--- src/rtl/wb_arbiter_if.sv ---
// Bus bundle between the result-producing compute units, the write-back FIFO and wb_arbiter.
// Ports: start/total_num arm a burst; req/req_data/ack form the per-unit result handshake;
//        wr_afull/wr_en/wr_data/wr_idx form the FIFO write side; busy/done report burst status.
interface wb_arbiter_if #(
    parameter int NUM_REQ = 16,
    parameter int DATA_W  = 16,
    parameter int IDX_W   = 4,
    parameter int CNT_W   = 32
) ();
    logic                        start;
    logic [CNT_W-1:0]            total_num;
    logic [NUM_REQ-1:0]          req;
    logic [NUM_REQ*DATA_W-1:0]   req_data;
    logic [NUM_REQ-1:0]          ack;
    logic                        wr_afull;
    logic                        wr_en;
    logic [DATA_W-1:0]           wr_data;
    logic [IDX_W-1:0]            wr_idx;
    logic                        busy;
    logic                        done;

    // Engine/FIFO side: drives control, requests and FIFO status.
    modport master (
        output start, total_num, req, req_data, wr_afull,
        input  ack, wr_en, wr_data, wr_idx, busy, done
    );

    // Arbiter side.
    modport slave (
        input  start, total_num, req, req_data, wr_afull,
        output ack, wr_en, wr_data, wr_idx, busy, done
    );
endinterface

--- src/rtl/wb_arbiter.sv ---
// Round-robin write-back arbiter: grants one compute-unit result per cycle to the write-back FIFO
// and pulses done once the programmed number of results has been delivered.
// Ports: clk, rst (async, active-high) and the wb_arbiter_if slave modport (ack is combinational,
//        wr_en/wr_data/wr_idx are registered one cycle after the grant; wr_afull stalls grants).
module wb_arbiter #(
    parameter int NUM_REQ = 16,
    parameter int DATA_W  = 16,
    parameter int IDX_W   = 4,
    parameter int CNT_W   = 32
) (
    input  logic           clk,
    input  logic           rst,
    wb_arbiter_if.slave    bus
);
    typedef enum logic [1:0] {IDLE, BUSY, DONE} state_t;

    state_t             state, state_nxt;
    logic [IDX_W-1:0]   ptr, ptr_nxt;
    logic [CNT_W-1:0]   remaining, remaining_nxt;

    logic               found;
    logic [IDX_W-1:0]   win;
    logic [DATA_W-1:0]  win_data;
    logic               grant;

    logic               wr_en_q;
    logic [DATA_W-1:0]  wr_data_q;
    logic [IDX_W-1:0]   wr_idx_q;

    // Rotating priority without a rotator: first scan units at or above ptr,
    // then wrap around to the units below it.
    always_comb begin
        found = 1'b0;
        win   = '0;
        for (int i = 0; i < NUM_REQ; i++) begin
            if (!found && bus.req[i] && (IDX_W'(i) >= ptr)) begin
                found = 1'b1;
                win   = IDX_W'(i);
            end
        end
        for (int i = 0; i < NUM_REQ; i++) begin
            if (!found && bus.req[i] && (IDX_W'(i) < ptr)) begin
                found = 1'b1;
                win   = IDX_W'(i);
            end
        end
    end

    always_comb begin
        win_data = '0;
        for (int i = 0; i < NUM_REQ; i++) begin
            if (win == IDX_W'(i)) begin
                win_data = bus.req_data[i*DATA_W +: DATA_W];
            end
        end
    end

    // wr_afull already reserves room for the write landing next cycle.
    assign grant = (state == BUSY) && found && !bus.wr_afull;

    always_comb begin
        bus.ack = '0;
        for (int i = 0; i < NUM_REQ; i++) begin
            bus.ack[i] = grant && (win == IDX_W'(i));
        end
    end

    always_comb begin
        state_nxt     = state;
        ptr_nxt       = ptr;
        remaining_nxt = remaining;
        case (state)
            IDLE: begin
                if (bus.start) begin
                    if (bus.total_num == '0) begin
                        state_nxt = DONE;
                    end else begin
                        state_nxt     = BUSY;
                        remaining_nxt = bus.total_num;
                        ptr_nxt       = '0;
                    end
                end
            end
            BUSY: begin
                if (grant) begin
                    ptr_nxt       = (win == IDX_W'(NUM_REQ - 1)) ? '0 : win + IDX_W'(1);
                    // remaining is at least 1 here, so this never wraps.
                    remaining_nxt = remaining - CNT_W'(1);
                    if (remaining == CNT_W'(1)) begin
                        state_nxt = DONE;
                    end
                end
            end
            DONE:    state_nxt = IDLE;
            default: state_nxt = IDLE;
        endcase
    end

    always_ff @(posedge clk or posedge rst) begin
        if (rst) begin
            state     <= IDLE;
            ptr       <= '0;
            remaining <= '0;
            wr_en_q   <= 1'b0;
            wr_data_q <= '0;
            wr_idx_q  <= '0;
        end else begin
            state     <= state_nxt;
            ptr       <= ptr_nxt;
            remaining <= remaining_nxt;
            wr_en_q   <= grant;
            if (grant) begin
                wr_data_q <= win_data;
                wr_idx_q  <= win;
            end
        end
    end

    assign bus.wr_en   = wr_en_q;
    assign bus.wr_data = wr_data_q;
    assign bus.wr_idx  = wr_idx_q;
    assign bus.busy    = (state == BUSY);
    // Entering DONE coincides with the final write, so done lines up with its wr_en.
    assign bus.done    = (state == DONE);
endmodule

--- src/flat_wrapper.sv ---
// flat-port wrapper written by rule: the top's interface ports become plain ports
module wb_arbiter_flat 
#(
    parameter int NUM_REQ = 16,
    parameter int DATA_W  = 16,
    parameter int IDX_W   = 4,
    parameter int CNT_W   = 32
)
  (clk, rst, bus_start, bus_total_num, bus_req, bus_req_data, bus_wr_afull, bus_ack, bus_wr_en, bus_wr_data, bus_wr_idx, bus_busy, bus_done);
  wb_arbiter_if #(.NUM_REQ(NUM_REQ), .DATA_W(DATA_W), .IDX_W(IDX_W), .CNT_W(CNT_W)) bus_i ();
  input  logic clk;
  input  logic rst;
  input wire logic [$bits(bus_i.start)-1:0] bus_start;
  input wire logic [$bits(bus_i.total_num)-1:0] bus_total_num;
  input wire logic [$bits(bus_i.req)-1:0] bus_req;
  input wire logic [$bits(bus_i.req_data)-1:0] bus_req_data;
  input wire logic [$bits(bus_i.wr_afull)-1:0] bus_wr_afull;
  output wire logic [$bits(bus_i.ack)-1:0] bus_ack;
  output wire logic [$bits(bus_i.wr_en)-1:0] bus_wr_en;
  output wire logic [$bits(bus_i.wr_data)-1:0] bus_wr_data;
  output wire logic [$bits(bus_i.wr_idx)-1:0] bus_wr_idx;
  output wire logic [$bits(bus_i.busy)-1:0] bus_busy;
  output wire logic [$bits(bus_i.done)-1:0] bus_done;
  assign bus_i.start = bus_start;
  assign bus_i.total_num = bus_total_num;
  assign bus_i.req = bus_req;
  assign bus_i.req_data = bus_req_data;
  assign bus_i.wr_afull = bus_wr_afull;
  assign bus_ack = bus_i.ack;
  assign bus_wr_en = bus_i.wr_en;
  assign bus_wr_data = bus_i.wr_data;
  assign bus_wr_idx = bus_i.wr_idx;
  assign bus_busy = bus_i.busy;
  assign bus_done = bus_i.done;
  wb_arbiter #(.NUM_REQ(NUM_REQ), .DATA_W(DATA_W), .IDX_W(IDX_W), .CNT_W(CNT_W)) u_core (.clk(clk), .rst(rst), .bus(bus_i));
endmodule
--- config.mk ---
export PLATFORM = sky130hd
export DESIGN_NAME = wb_arbiter_flat
export DESIGN_NICKNAME = d
export VERILOG_FILES = /design/src/rtl/wb_arbiter_if.sv /design/src/rtl/wb_arbiter.sv /design/src/flat_wrapper.sv
export SDC_FILE = /design/constraint.sdc
export NUM_CORES = 1
export LEC_CHECK = 0
export ABC_AREA = 1
export CAP_MARGIN = 15
export CELL_PAD_IN_SITES_DETAIL_PLACEMENT = 0
export CELL_PAD_IN_SITES_GLOBAL_PLACEMENT = 2
export CORE_MARGIN = 4
export CORE_UTILIZATION = 21
export CTS_BUF_LIST = sky130_fd_sc_hd__clkbuf_16
export CTS_CLUSTER_DIAMETER = 120
export CTS_CLUSTER_SIZE = 30
export DETAILED_ROUTE_END_ITERATION = 10
export PLACE_DENSITY_LB_ADDON = 0.2
export SLEW_MARGIN = 30
export SYNTH_ARGS = -nofsm -noshare
export SYNTH_HDL_FRONTEND = slang
export SYNTH_SLANG_ARGS = --single-unit
--- constraint.sdc ---
create_clock -name clk -period 9 [get_ports clk]
set_input_delay 1.35 -clock clk [delete_from_list [all_inputs] [get_ports clk]]
set_output_delay 1.35 -clock clk [all_outputs]
set_load 0.005 [all_outputs]
# Word level (Yosys, flattened, before mapping)
# Cells that the tools add are included.
totals:
  out_inout_bits: 39
  wordCells: 274
  register_bits: 59
op_classes:
  mux: 93
  order_cmp: 32
  addsub: 2
  n_reduce_logical: 119
  n_eq_ne: 22
op_table:
  columns: ["cell", "count"]
  rows:
  - ["$mux 16", 16]
  - ["$mux 4", 28]
  - ["$mux 32", 3]
  - ["$logic_and 1x1->1", 81]
  - ["$pmux 32 s2", 1]
  - ["$mux 1", 33]
  - ["$eq 32x1->1 const B", 1]
  - ["$eq 4x4->1 const B", 8]
  - ["$ge 4x4->1 const A", 8]
  - ["$logic_not 1->1", 32]
  - ["$logic_not 32->1", 1]
  - ["$lt 4x4->1 const A", 8]
  - ["$sub 32x1->32 const B", 1]
  - ["$eq 4x3->1 const B", 4]
  - ["$ge 3x4->1 const A", 4]
  - ["$lt 3x4->1 const A", 4]
  - ["$mux 2", 6]
  - ["$mux 3", 4]
  - ["$eq 4x2->1 const B", 2]
  - ["$ge 1x4->1 const A", 2]
  - ["$ge 2x4->1 const A", 2]
  - ["$lt 1x4->1 const A", 2]
  - ["$lt 2x4->1 const A", 2]
  - ["$pmux 4 s2", 1]
  - ["other kinds (12)", 14]

# Longest topological paths before layout
# Gate-level depths: netlist of the first run.
logic_depth:
  ltp_word: 144
  ltp_mapped: 41

# Worst setup path after synthesis of the first run
# Ideal clock, no wire load.
synth_timing:
  kind: "in2out"
  from: "in bus_req[2]"
  to: "out bus_ack[13]"
  cell_stages: 25
  t_required_ns: 7.650
  path_buffers: 3
  slack_ns: 2.995
  arrival_ns: 4.655
  cell_sequence: "nand3_1 > nand2_1 > nor2_2 > nand4_2 > nor2_4 > nand4_2 > nor2_2 > nand4_2 > nor2_4 > nand4_4 > nor2_4 > nand4_4 > nor2_4 > nand4_4 > nor2_4 > nand3_1 > nand2_1 > ha_1 > clkinv_1 > clkbuf_1 > nor2_2 > inv_1 > buf_2 > buf_2 > nor2_1"
synth_between:
  elab_cells_between_ends: 153
synth_rtl:
  columns: ["item", "line", "text"]
  rows:
  - ["from (decl)", "flat_wrapper.sv:15", "input wire logic [$bits(bus_i.req)-1:0] bus_req;"]
  - ["$logic_and 1x1->1 (2 in series)", "wb_arbiter.sv:36", "if (!found && bus.req[i] && (IDX_W'(i) >= ptr)) begin"]
  - ["$mux 1", "wb_arbiter.sv:36", null]
  - ["$logic_not 1->1", "wb_arbiter.sv:36", null]
  - ["$logic_and 1x1->1 (2 in series)", "wb_arbiter.sv:36", null]
  - ["$mux 1", "wb_arbiter.sv:36", null]
  - ["$logic_not 1->1", "wb_arbiter.sv:36", null]
  - ["$logic_and 1x1->1 (2 in series)", "wb_arbiter.sv:36", null]
  - ["$mux 1", "wb_arbiter.sv:36", null]
  - ["(+101 left out)", null, null]
  - ["$logic_and 1x1->1 (2 in series)", "wb_arbiter.sv:42", "if (!found && bus.req[i] && (IDX_W'(i) < ptr)) begin"]
  - ["$mux 1", "wb_arbiter.sv:42", null]
  - ["$logic_not 1->1", "wb_arbiter.sv:42", null]
  - ["$logic_and 1x1->1 (2 in series)", "wb_arbiter.sv:42", null]
  - ["$mux 4 (*)", "wb_arbiter.sv:42", null]
  - ["via u_core.win[0]", "wb_arbiter.sv:22", "logic [IDX_W-1:0] win;"]
  - ["$eq 4x4->1 (*)", "wb_arbiter.sv:64", "bus.ack[i] = grant && (win == IDX_W'(i));"]
  - ["$logic_and 1x1->1 (*)", "wb_arbiter.sv:64", null]
  - ["to (decl)", "flat_wrapper.sv:18", "output wire logic [$bits(bus_i.ack)-1:0] bus_ack;"]
# Mark *: on every way through the listed nets, which the timed path passes. The rest lies on a longest branch.

# Worst setup path after layout of the first run
layout_timing:
  from: "in bus_req[3]"
  to: "out bus_ack[13]"
layout_between:
  elab_cells_between_ends: 148
layout_rtl:
  columns: ["item", "line"]
  rows:
  - ["$logic_and 1x1->1 (2 in series)", "wb_arbiter.sv:36"]
  - ["$mux 1", "wb_arbiter.sv:36"]
  - ["$logic_not 1->1", "wb_arbiter.sv:36"]
  - ["$logic_and 1x1->1 (2 in series)", "wb_arbiter.sv:36"]
  - ["$mux 1", "wb_arbiter.sv:36"]
  - ["$logic_not 1->1", "wb_arbiter.sv:36"]
  - ["$logic_and 1x1->1 (2 in series)", "wb_arbiter.sv:36"]
  - ["$mux 1", "wb_arbiter.sv:36"]
  - ["(+97 left out)", null]
  - ["$logic_and 1x1->1 (2 in series)", "wb_arbiter.sv:42"]
  - ["$mux 1", "wb_arbiter.sv:42"]
  - ["$logic_not 1->1", "wb_arbiter.sv:42"]
  - ["$logic_and 1x1->1 (2 in series)", "wb_arbiter.sv:42"]
  - ["$mux 4 (*)", "wb_arbiter.sv:42"]
  - ["via u_core.win[0]", "wb_arbiter.sv:22"]
  - ["$eq 4x4->1 (*)", "wb_arbiter.sv:64"]
  - ["$logic_and 1x1->1 (*)", "wb_arbiter.sv:64"]
# Marks and branches as above.

==> flow_summary_export.csv, run 1 <==
group,metric,value,unit
outcome,status,"finished, final reports clean",
yosys,syn-mean-instance-area,5.54,sq um
place,gp_congestion,0.880,
routing,drc,0,
place,port_buffers,346,
sta,clock_skew,0.0154,ns
yosys,synth_ff_type,"dfrtp_1",
routing,vias,9185,
pwr,power.density,347,nW/um^2
global_route,grt-ovfl-total,0,
sta,period_share,87.6,%
sta,hold_violations,0,
worst_setup_path,cp_slowest_cell,"clkdlybuf4s50_1",
global_route,grt_pass1_wl,58100,um
cts,cts_tree,"done",
die,fp-row-count,67,
pwr,total_power,3.95,mW
routing,ant_nets,0,
place,hpwl,31600,um
cts,postCtsSetupBuffers,0,
routing,wl,38600,um
worst_setup_path,required,7.65,ns
sta,rsz0062_at_grt,"false",
yosys,yosysSeqAreaShare,20.4,%
worst_setup_path,path_max_fanout,29,
hold_path,whs_path_depth,2,
worst_setup_path,arrival,6.54,ns
global_route,grt_max_degree,60,
die,core_area,33700,sq um
pwr,vdd_drop_max,0.000164,V
run,max_cap_violations,0,
yosys,async_flop_share,100,%
global_route,grt_pass1_vias,9083,
cts,cts.sinks,59,
cts,cts_root_buf,"clkbuf_16",
finish,nNetsFinal,1930,
routing,first_pass_iters,5,
place,dp.cells,2053,
yosys,synth_edf_count,0,
cts,htreeDepth,3,
finish,layout_common_cells,"nand2_1 (446), clkdlybuf4s50_1 (346), inv_1 (148), nor2_1 (138), nand3_1 (117)",
routing,viasPerCell,4.43,
yosys,syn_inst,1303,
yosys,synth_cell_types,50,
sta,tightest_slew,0.862,ns
finish,syn_to_final_growth,57.5,%
routing,wire_per_inst,18.6,um
sta,period_minus_slack,7.89,ns
die,die-width,193,um
worst_setup_path,cp_num_cells,26,
hold_path,holdCritPathClass,"reg -> reg",
worst_setup_path,cp_common_cell,"nor2_4",
sta,setup_viol,0,
sta,setup_tns,0,ns
worst_setup_path,cp-end-kind,"primary output",
cts,insertion_delay,0.34,ns
worst_setup_path,startpoint_type,"input port",
finish,layout-drive-gt1-share,6.48,%
finish,layout.cells.non_filler,2075,
die,die_h,193,um
sta,max_freq,127,MHz
sta,drv_slew,0,
cts,ctsLongestPathBuffers,2,
finish,fillers,3797,
sta,worst_slew_margin_rel,42.3,%
cts,numCtsBuffers,9,
yosys,synth_warnings,0,
yosys,ys_ff_latch,59,
worst_setup_path,crit_buf_inv,6,
worst_setup_path,critPathTopFamily,"simple AND/OR/NAND/NOR gates",
worst_setup_path,rr_worst_depth,37,
pwr,leakage,5.22,nW
worst_setup_path,worstSetupPathType,"in -> out",
die,io_pins,347,
cts,clkTransAtPathRegs,0.06,ns
cts,hold_buffers,0,
finish,final_util,33.8,%
finish,final_common_cell,"nand2_1",
yosys,synth_nets,1617,
routing,drtIter0Drc,494,
cts,cts_resized,0,
die,start_util,21.4,%
worst_setup_path,reg2reg_slack,3.15,ns
global_route,antenna_found_initial,8,
global_route,gr-usage-all-layers,19.8,%
die,die_area,37400,sq um
worst_setup_path,max_stage_delay,0.53,ns
yosys,syn-cell-area,7220,sq um
-- sequential cells by signal (all words and copies together) (netlist names) --
register,flops
u_core.bus.wr_en,1
u_core.remaining,32
u_core.ptr,4
u_core.state,2
u_core.bus.wr_data,16
u_core.bus.wr_idx,4
-- routing by layer --
metal / track usage (%) / routed length [um]
met1: 26.3 / 17700
met5: 0 / 27
met4: 3.78 / 402
met3: 4.07 / 1990
met2: 33.6 / 18600
-- Yosys cell counts (17+ instances only) --
library cell | count | share of area (%)
or2_2 | 19 | 1.6
dfrtp_1 | 59 | 20
a21oi_1 | 43 | 3.0
o21ai_0 | 76 | 5.3
nor2_1 | 140 | 7.3
nand2_1 | 447 | 23
buf_2 | 17 | 1.2
nand4_1 | 25 | 2.2
inv_1 | 150 | 7.8
or2_1 | 29 | 2.5
nand3_1 | 118 | 8.2
clkbuf_1 | 30 | 1.6
-- path summary, 6_finish.rpt --
path,end,from
min reg2reg,u_core.bus.wr_data[5]$_DFFE_PP0P_,u_core.bus.wr_data[5]$_DFFE_PP0P_
min in group asynchronous,u_core.bus.wr_data[13]$_DFFE_PP0P_,rst
min,u_core.bus.wr_data[5]$_DFFE_PP0P_,u_core.bus.wr_data[5]$_DFFE_PP0P_
max,bus_ack[13],bus_req[3]
max reg2reg,u_core.bus.wr_data[9]$_DFFE_PP0P_,u_core.ptr[3]$_DFFE_PP0P_
max in group asynchronous,u_core.remaining[27]$_DFFE_PP0P_,rst
-- worst min-delay path: stages, from the launching register on --
cell     delay [ns]
dfrtp_1        0.34
nand2_1        0.05
nand2_1        0.06
-- final cells by class --
cell class	instances	area, sq um	share of cell area [%]
well taps	448	561	4.93
clock inverters	7	57.6	0.506
multi-input cells	1013	4830	42.5
repair buffers	357	3550	31.2
inverters	176	663	5.83
clock buffers	9	225	1.98
flip-flops and latches	59	1480	13.0
diodes	6	15.0	0.132
-- report_power, final --
part           leakage [nW]  switching (mW)  internal [mW]  total, mW
sequential            0.741          0.0854          0.371      0.456
clock                 0.135           0.147          0.191      0.338
combinational          4.34            2.05           1.11       3.16
-- logic make-up (layout without fill, tap and decap cells) --
kind of cell | Yosys count | count (layout) | share of synthesized area (%)
simple gates | 838 | 838 | 52.0
fa+ha+maj | 6 | 6 | 1.04
flops | 59 | 59 | 20.4
other cells | 0 | 6 | 0
xor+xnor | 6 | 6 | 0.728
compound gates | 163 | 163 | 13.0
buf+inv | 231 | 549 | 12.8
-- per-stage QoR --
stage	instance area (sq um)	hold WS, ns	setup slack [ns]
after floorplan	7220	0.472	3.00
after global placement	11100	0.465	1.25
after detailed placement	11100	0.464	1.13
after CTS	11400	0.486	1.11
after global routing	11400	0.505	0.627
final	11400	0.480	1.11
Note: power is estimated with default switching activity, not from simulation.
==> inputs of run 2 (changes only) <==
--- a/config.mk
+++ b/config.mk
@@ -10,11 +10,12 @@
 export CELL_PAD_IN_SITES_DETAIL_PLACEMENT = 0
 export CELL_PAD_IN_SITES_GLOBAL_PLACEMENT = 2
 export CORE_MARGIN = 4
-export CORE_UTILIZATION = 21
+export CORE_UTILIZATION = 18
 export CTS_BUF_LIST = sky130_fd_sc_hd__clkbuf_16
 export CTS_CLUSTER_DIAMETER = 120
 export CTS_CLUSTER_SIZE = 30
 export DETAILED_ROUTE_END_ITERATION = 10
+export GPL_TIMING_DRIVEN = 0
 export PLACE_DENSITY_LB_ADDON = 0.2
 export SLEW_MARGIN = 30
 export SYNTH_ARGS = -nofsm -noshare
==> constraint.sdc (replaced) <==
create_clock -name clk -period 7.1 [get_ports clk]
set_input_delay 1.065 -clock clk [delete_from_list [all_inputs] [get_ports clk]]
set_output_delay 1.065 -clock clk [all_outputs]
set_load 0.005 [all_outputs]
==> run 2 against run 1 <==
Against the previous run: non-clock buffer count up 44; die area up 16%; sequential cell count unchanged; clock-buffer cell count unchanged; via count up 2.4%; register-to-register slack worse by 1.5 ns; sequential share of layout area down 0.44 points; worst setup slack worse by 0.76 ns; largest power group unchanged.
==> flow_summary_export.csv, run 2 (synthesized netlist as in run 1, its figures left out) <==
group,metric,value,unit
hold_path,whs_path_depth,2,
global_route,grt-busiest-layer,"met2",
routing,vias,9407,
cts,ctsLongestPathBuffers,2,
finish,layout.cells.non_filler,2195,
finish,layout_common_cells,"nand2_1 (446), clkdlybuf4s50_1 (345), inv_1 (148), nor2_1 (139), nand3_1 (118)",
sta,clock_skew,0.00908,ns
routing,first_pass_iters,5,
cts,numCtsBuffers,9,
sta,rsz0062_at_grt,"true",
die,die_h,208,um
place,hpwl,35400,um
sta,drv_slew,0,
cts,htreeDepth,3,
pwr,vdd_drop_max,0.000151,V
place,dp.cells,2175,
sta,period_minus_slack,6.74,ns
global_route,met1_usage,23.6,%
die,core_area,39700,sq um
die,die-width,208,um
sta,timing.final.ws_setup,0.358,ns
worst_setup_path,path_max_fanout,10,
place,port_buffers,346,
cts,cts_tree,"done",
global_route,grtUsageMet3,3.21,%
routing,ant_nets,0,
pwr,power.density,450,nW/um^2
worst_setup_path,rr_worst_depth,38,
worst_setup_path,cp-end-kind,"primary output",
worst_setup_path,worstSetupPathType,"in -> out",
global_route,antenna_found_initial,6,
finish,layout-drive-gt1-share,7.39,%
die,start_util,18.2,%
die,die_area,43400,sq um
global_route,grt_pass1_vias,9256,
hold_path,holdCritPathClass,"reg -> reg",
global_route,grt-ovfl-total,0,
worst_setup_path,startpoint_type,"input port",
global_route,gr-usage-all-layers,18.5,%
finish,nNetsFinal,1974,
place,gp_congestion,0.853,
sta,setup_viol,0,
finish,syn_to_final_growth,63.0,%
cts,clkTransAtPathRegs,0.06,ns
outcome,status,"finished, final reports clean",
routing,drtIter0Drc,509,
sta,tightest_slew,0.723,ns
sta,worst_slew_margin_rel,51.8,%
sta,hold_violations,0,
sta,max_freq,148,MHz
cts,cts_root_buf,"clkbuf_16",
cts,cts.sinks,59,
run,max_cap_violations,0,
pwr,leakage,5.37,nW
finish,final_common_cell,"nand2_1",
routing,drc,0,
worst_setup_path,required,6.03,ns
place,preCtsSetupSlack,-0.480,ns
cts,insertion_delay,0.35,ns
routing,wl,42300,um
die,io_pins,347,
global_route,grt_pass1_wl,61300,um
finish,regMostFlops,"u_core.remaining",
global_route,grt_max_degree,38,
routing,wire_per_inst,19.3,um
finish,largest_reg_flops,32,
routing,viasPerCell,4.29,
worst_setup_path,arrival,5.68,ns
global_route,grt.met2_usage,33.0,%
sta,period_share,95.0,%
cts,hold_buffers,0,
die,fp-row-count,73,
==> run 2: routing by layer <==
metal  share of wire, %  up-vias
met1                 44     4268
li1                   -     4850
met4               0.66        2
met5              0.031        -
met3                5.1       19
met2                 50      268
==> run 2: final timing paths <==
path | startpoint | slack, ns | end
min reg2reg | u_core.bus.wr_data[6]$_DFFE_PP0P_ | 0.48 | u_core.bus.wr_data[6]$_DFFE_PP0P_
max | bus_req[1] | 0.36 | bus_ack[13]
max reg2reg | u_core.ptr[1]$_DFFE_PP0P_ | 1.70 | u_core.bus.wr_data[11]$_DFFE_PP0P_
max in group asynchronous | rst | 5.49 | u_core.remaining[4]$_DFFE_PP0P_
min | u_core.bus.wr_data[6]$_DFFE_PP0P_ | 0.48 | u_core.bus.wr_data[6]$_DFFE_PP0P_
min in group asynchronous | rst | 1.06 | u_core.bus.wr_data[9]$_DFFE_PP0P_
==> run 2: what timing repair did <==
| action | 4_1_cts | 5_1_grt |
|---|---|---|
| setup buffers | 0 | 2 |
| gates resized for setup | 3 | 8 |
| endpoints found under the setup margin | 2 | 4 |
==> run 2: critical path, stage by stage <==
cell	delay, ns
clkdlybuf4s50_1	0.47
nand3_1	0.15
nand2_1	0.08
nor2_2	0.12
nand4_2	0.13
nor2_4	0.16
nand4_2	0.13
nor2_2	0.14
nand4_2	0.12
nor2_4	0.14
nand4_4	0.11
nor2_4	0.15
nand4_4	0.12
nor2_4	0.13
nand4_4	0.10
nor2_4	0.18
nand3_2	0.11
nor2_4	0.14
nor2_2	0.11
buf_2	0.21
nor2_1	0.10
inv_1	0.14
nor2_4	0.19
inv_1	0.07
buf_2	0.18
buf_2	0.23
nor2_1	0.16
clkdlybuf4s50_1	0.53
==> run 2: area by class of cell <==
type | count | area (sq um)
fill | 4493 | 28000
multi-input combinational | 1013 | 4850
timing repair buffer | 349 | 3510
sequential | 59 | 1480
inverter | 176 | 674
tap | 525 | 657
buffer | 52 | 251
clock buffer | 9 | 225
clock inverter | 7 | 116
antenna | 5 | 12.5
==> run 2: stage by stage <==
step	power, mW	hold WS [ns]	util (%)	TNS [ns]	cell area, sq um
floorplan	3.20	0.472	-	0	7220
global placement	4.81	0.463	28.5	-0.549	11300
detailed placement	4.81	0.466	28.6	-0.480	11400
CTS	5.36	0.482	29.5	0	11700
global route	5.92	0.519	29.6	-0.0516	11800
finish	5.29	0.477	29.6	0	11800
==> run 2: report_power, final <==
part	switching [mW]	total [mW]	leakage [nW]	internal (mW)
registers	0.112	0.583	0.741	0.471
logic	2.71	4.19	4.46	1.48
clock network	0.180	0.522	0.167	0.342
==> inputs of run 3 (changes only) <==
--- a/config.mk
+++ b/config.mk
@@ -17,6 +17,7 @@
 export DETAILED_ROUTE_END_ITERATION = 10
 export GPL_TIMING_DRIVEN = 0
 export PLACE_DENSITY_LB_ADDON = 0.2
+export SETUP_SLACK_MARGIN = 0.5
 export SLEW_MARGIN = 30
 export SYNTH_ARGS = -nofsm -noshare
 export SYNTH_HDL_FRONTEND = slang
==> run 3 against run 2 <==
Against the previous run: hold slack worse by 0.00088 ns; sequential share of layout area down 0.21 points; non-clock buffer count up 14; clock skew up 0.0017 ns; total power up 1.8%; largest power group unchanged.
==> flow_summary_export.csv, run 3 (synthesized netlist as in run 1, its figures left out) <==
group,metric,value,unit
finish,layout.cells.non_filler,2209,
hold_path,hp-start,"u_core.bus.wr_data[6]$_DFFE_PP0P_",
pwr,p_int,2.37,mW
finish,layout-drive-gt1-share,9.17,%
global_route,grt_pass1_wl,61500,um
worst_setup_path,cp-end-kind,"primary output",
finish,regMostFlops,"u_core.remaining",
worst_setup_path,required,6.03,ns
pwr,total_power,5.39,mW
sta,max_freq,158,MHz
cts,cts_root_buf,"clkbuf_16",
routing,first_pass_iters,5,
sta,worst_slew_margin_rel,50.1,%
pwr,p_sw,3.02,mW
die,fp-row-count,73,
worst_setup_path,worstSetupPathType,"in -> out",
die,die_area,43400,sq um
global_route,gr-usage-all-layers,18.6,%
pwr,power.density,450,nW/um^2
pwr,swShare,56.1,%
worst_setup_path,crit_buf_inv,8,
finish,final_common_cell,"nand2_1",
cts,hold_buffers,0,
die,die-width,208,um
sta,hold_violations,0,
routing,wire_per_inst,19.2,um
sta,period_share,88.9,%
finish,nNetsFinal,1988,
sta,setup_viol,0,
routing,vias,9498,
worst_setup_path,startpoint,"bus_req[0]",
run,max_cap_violations,0,
pwr,vdd_drop_max,0.000148,V
place,dp.cells,2175,
worst_setup_path,cp_common_cell,"nor2_4",
worst_setup_path,critPathTopFamily,"simple AND/OR/NAND/NOR gates",
global_route,grt_pass1_vias,9289,
pwr,combPwrFrac,79.5,%
die,die_h,208,um
global_route,grt-ovfl-total,0,
place,port_buffers,346,
sta,drv_slew,0,
cts,numCtsBuffers,9,
cts,htreeDepth,3,
worst_setup_path,max_stage_delay,0.51,ns
worst_setup_path,cp_slowest_cell,"clkdlybuf4s50_1",
cts,clkTransAtPathRegs,0.06,ns
pwr,seqPwrFrac,10.8,%
hold_path,holdCritPathClass,"reg -> reg",
place,gp_congestion,0.853,
global_route,antenna_found_initial,6,
routing,drtIter0Drc,564,
sta,period_minus_slack,6.31,ns
cts,cts_tree,"done",
finish,largest_reg_flops,32,
sta,rsz0062_at_grt,"true",
cts,insertion_delay,0.35,ns
die,start_util,18.2,%
routing,viasPerCell,4.30,
finish,final_util,30.1,%
worst_setup_path,r2r_start,"u_core.ptr[1]$_DFFE_PP0P_",
finish,fillers,4479,
outcome,status,"finished, final reports clean",
finish,syn_to_final_growth,65.8,%
die,io_pins,347,
worst_setup_path,arrival,5.25,ns
finish,layout_common_cells,"nand2_1 (445), clkdlybuf4s50_1 (342), inv_1 (146), nor2_1 (133), nand3_1 (116)",
global_route,grt_max_degree,38,
cts,cts.sinks,59,
sta,clock_skew,0.0108,ns
routing,drc,0,
routing,wl,42500,um
worst_setup_path,path_max_fanout,10,
sta,setup_tns,0,ns
pwr,leakage,5.49,nW
cts,ctsLongestPathBuffers,2,
routing,ant_nets,0,
place,placed_area,11400,sq um
place,hpwl,35400,um
die,core_area,39700,sq um
worst_setup_path,startpoint_type,"input port",
finish,fin_area,12000,sq um
pwr,clkPwrFrac,9.7,%
sta,tightest_slew,0.749,ns
==> run 3: cell count changes in the layout (fill, tap and decap cells not counted), moves of 3 or more <==
| cell | previous run | this run |
|---|---|---|
| buf_4 | 7 | 23 |
| nor2_2 | 9 | 12 |
| nor2_4 | 11 | 14 |
| buf_2 | 17 | 14 |
| clkdlybuf4s50_1 | 345 | 342 |
| nor2_1 | 139 | 133 |
==> run 3: layer usage <==
metal / routed length, um / GRT usage [%] / part of all wire, %
met2: 21100 / 33.1 / 50
met1: 18800 / 23.8 / 44
met3: 2130 / 3.21 / 5.0
met5: 13 / 0 / 0.031
met4: 393 / 3.42 / 0.93
==> run 3: layout make-up <==
| cell class | instances | area (sq um) | area share [%] |
|---|---|---|---|
| Antenna cell | 5 | 12.5 | 0.104 |
| Buffer | 55 | 295 | 2.47 |
| Clock buffer | 9 | 225 | 1.88 |
| Clock inverter | 7 | 116 | 0.972 |
| Inverter | 176 | 673 | 5.62 |
| Multi-Input combinational cell | 1013 | 4930 | 41.1 |
| Sequential cell | 59 | 1480 | 12.3 |
| Tap cell | 525 | 657 | 5.48 |
| Timing Repair Buffer | 360 | 3590 | 30.0 |
==> run 3: what timing repair did <==
action                                 in CTS  in global routing
pin swaps                                   4                 14
resized for setup                          22                 35
endpoints found under the hold margin       0                  0
buffers inserted                            4                  9
setup endpoints to repair                   8                 10
==> run 3: final timing paths <==
check,to,slack (ns),cells after the start
max reg2reg,u_core.bus.wr_data[11]$_DFFE_PP0P_,1.83,38
min,u_core.bus.wr_data[6]$_DFFE_PP0P_,0.48,2
min in group asynchronous,u_core.bus.wr_data[9]$_DFFE_PP0P_,1.06,2
max in group asynchronous,u_core.bus.wr_data[4]$_DFFE_PP0P_,5.49,3
min reg2reg,u_core.bus.wr_data[6]$_DFFE_PP0P_,0.48,2
max,bus_ack[11],0.79,28
==> run 3: power groups by stage <==
stage	registers (mW)	logic (mW)	clock network [mW]
3_5_place_dp	0.586	4.23	0
3_3_place_gp	0.587	4.22	0
2_1_floorplan	0.563	2.63	0
4_1_cts	0.583	4.30	0.539
5_1_grt	0.604	4.87	0.556
6_report	0.583	4.28	0.524
==> run 3: worst register-to-register path, delay by kind of cell (launching register included) <==
kind	cells	cell delay (ns)
fa+ha+maj	1	0.24
buf+inv	5	0.83
compound gates	1	0.31
simple gates	31	3.35
flops	1	0.43
==> run 3: through the flow <==
| stage | hold WS, ns | setup slack, ns |
|---|---|---|
| CTS | 0.482 | 0.480 |
| global placement | 0.463 | -0.547 |
| global route | 0.519 | 0.407 |
| finish | 0.476 | 0.790 |
| floorplan | 0.472 | 1.67 |
| detailed placement | 0.466 | -0.480 |
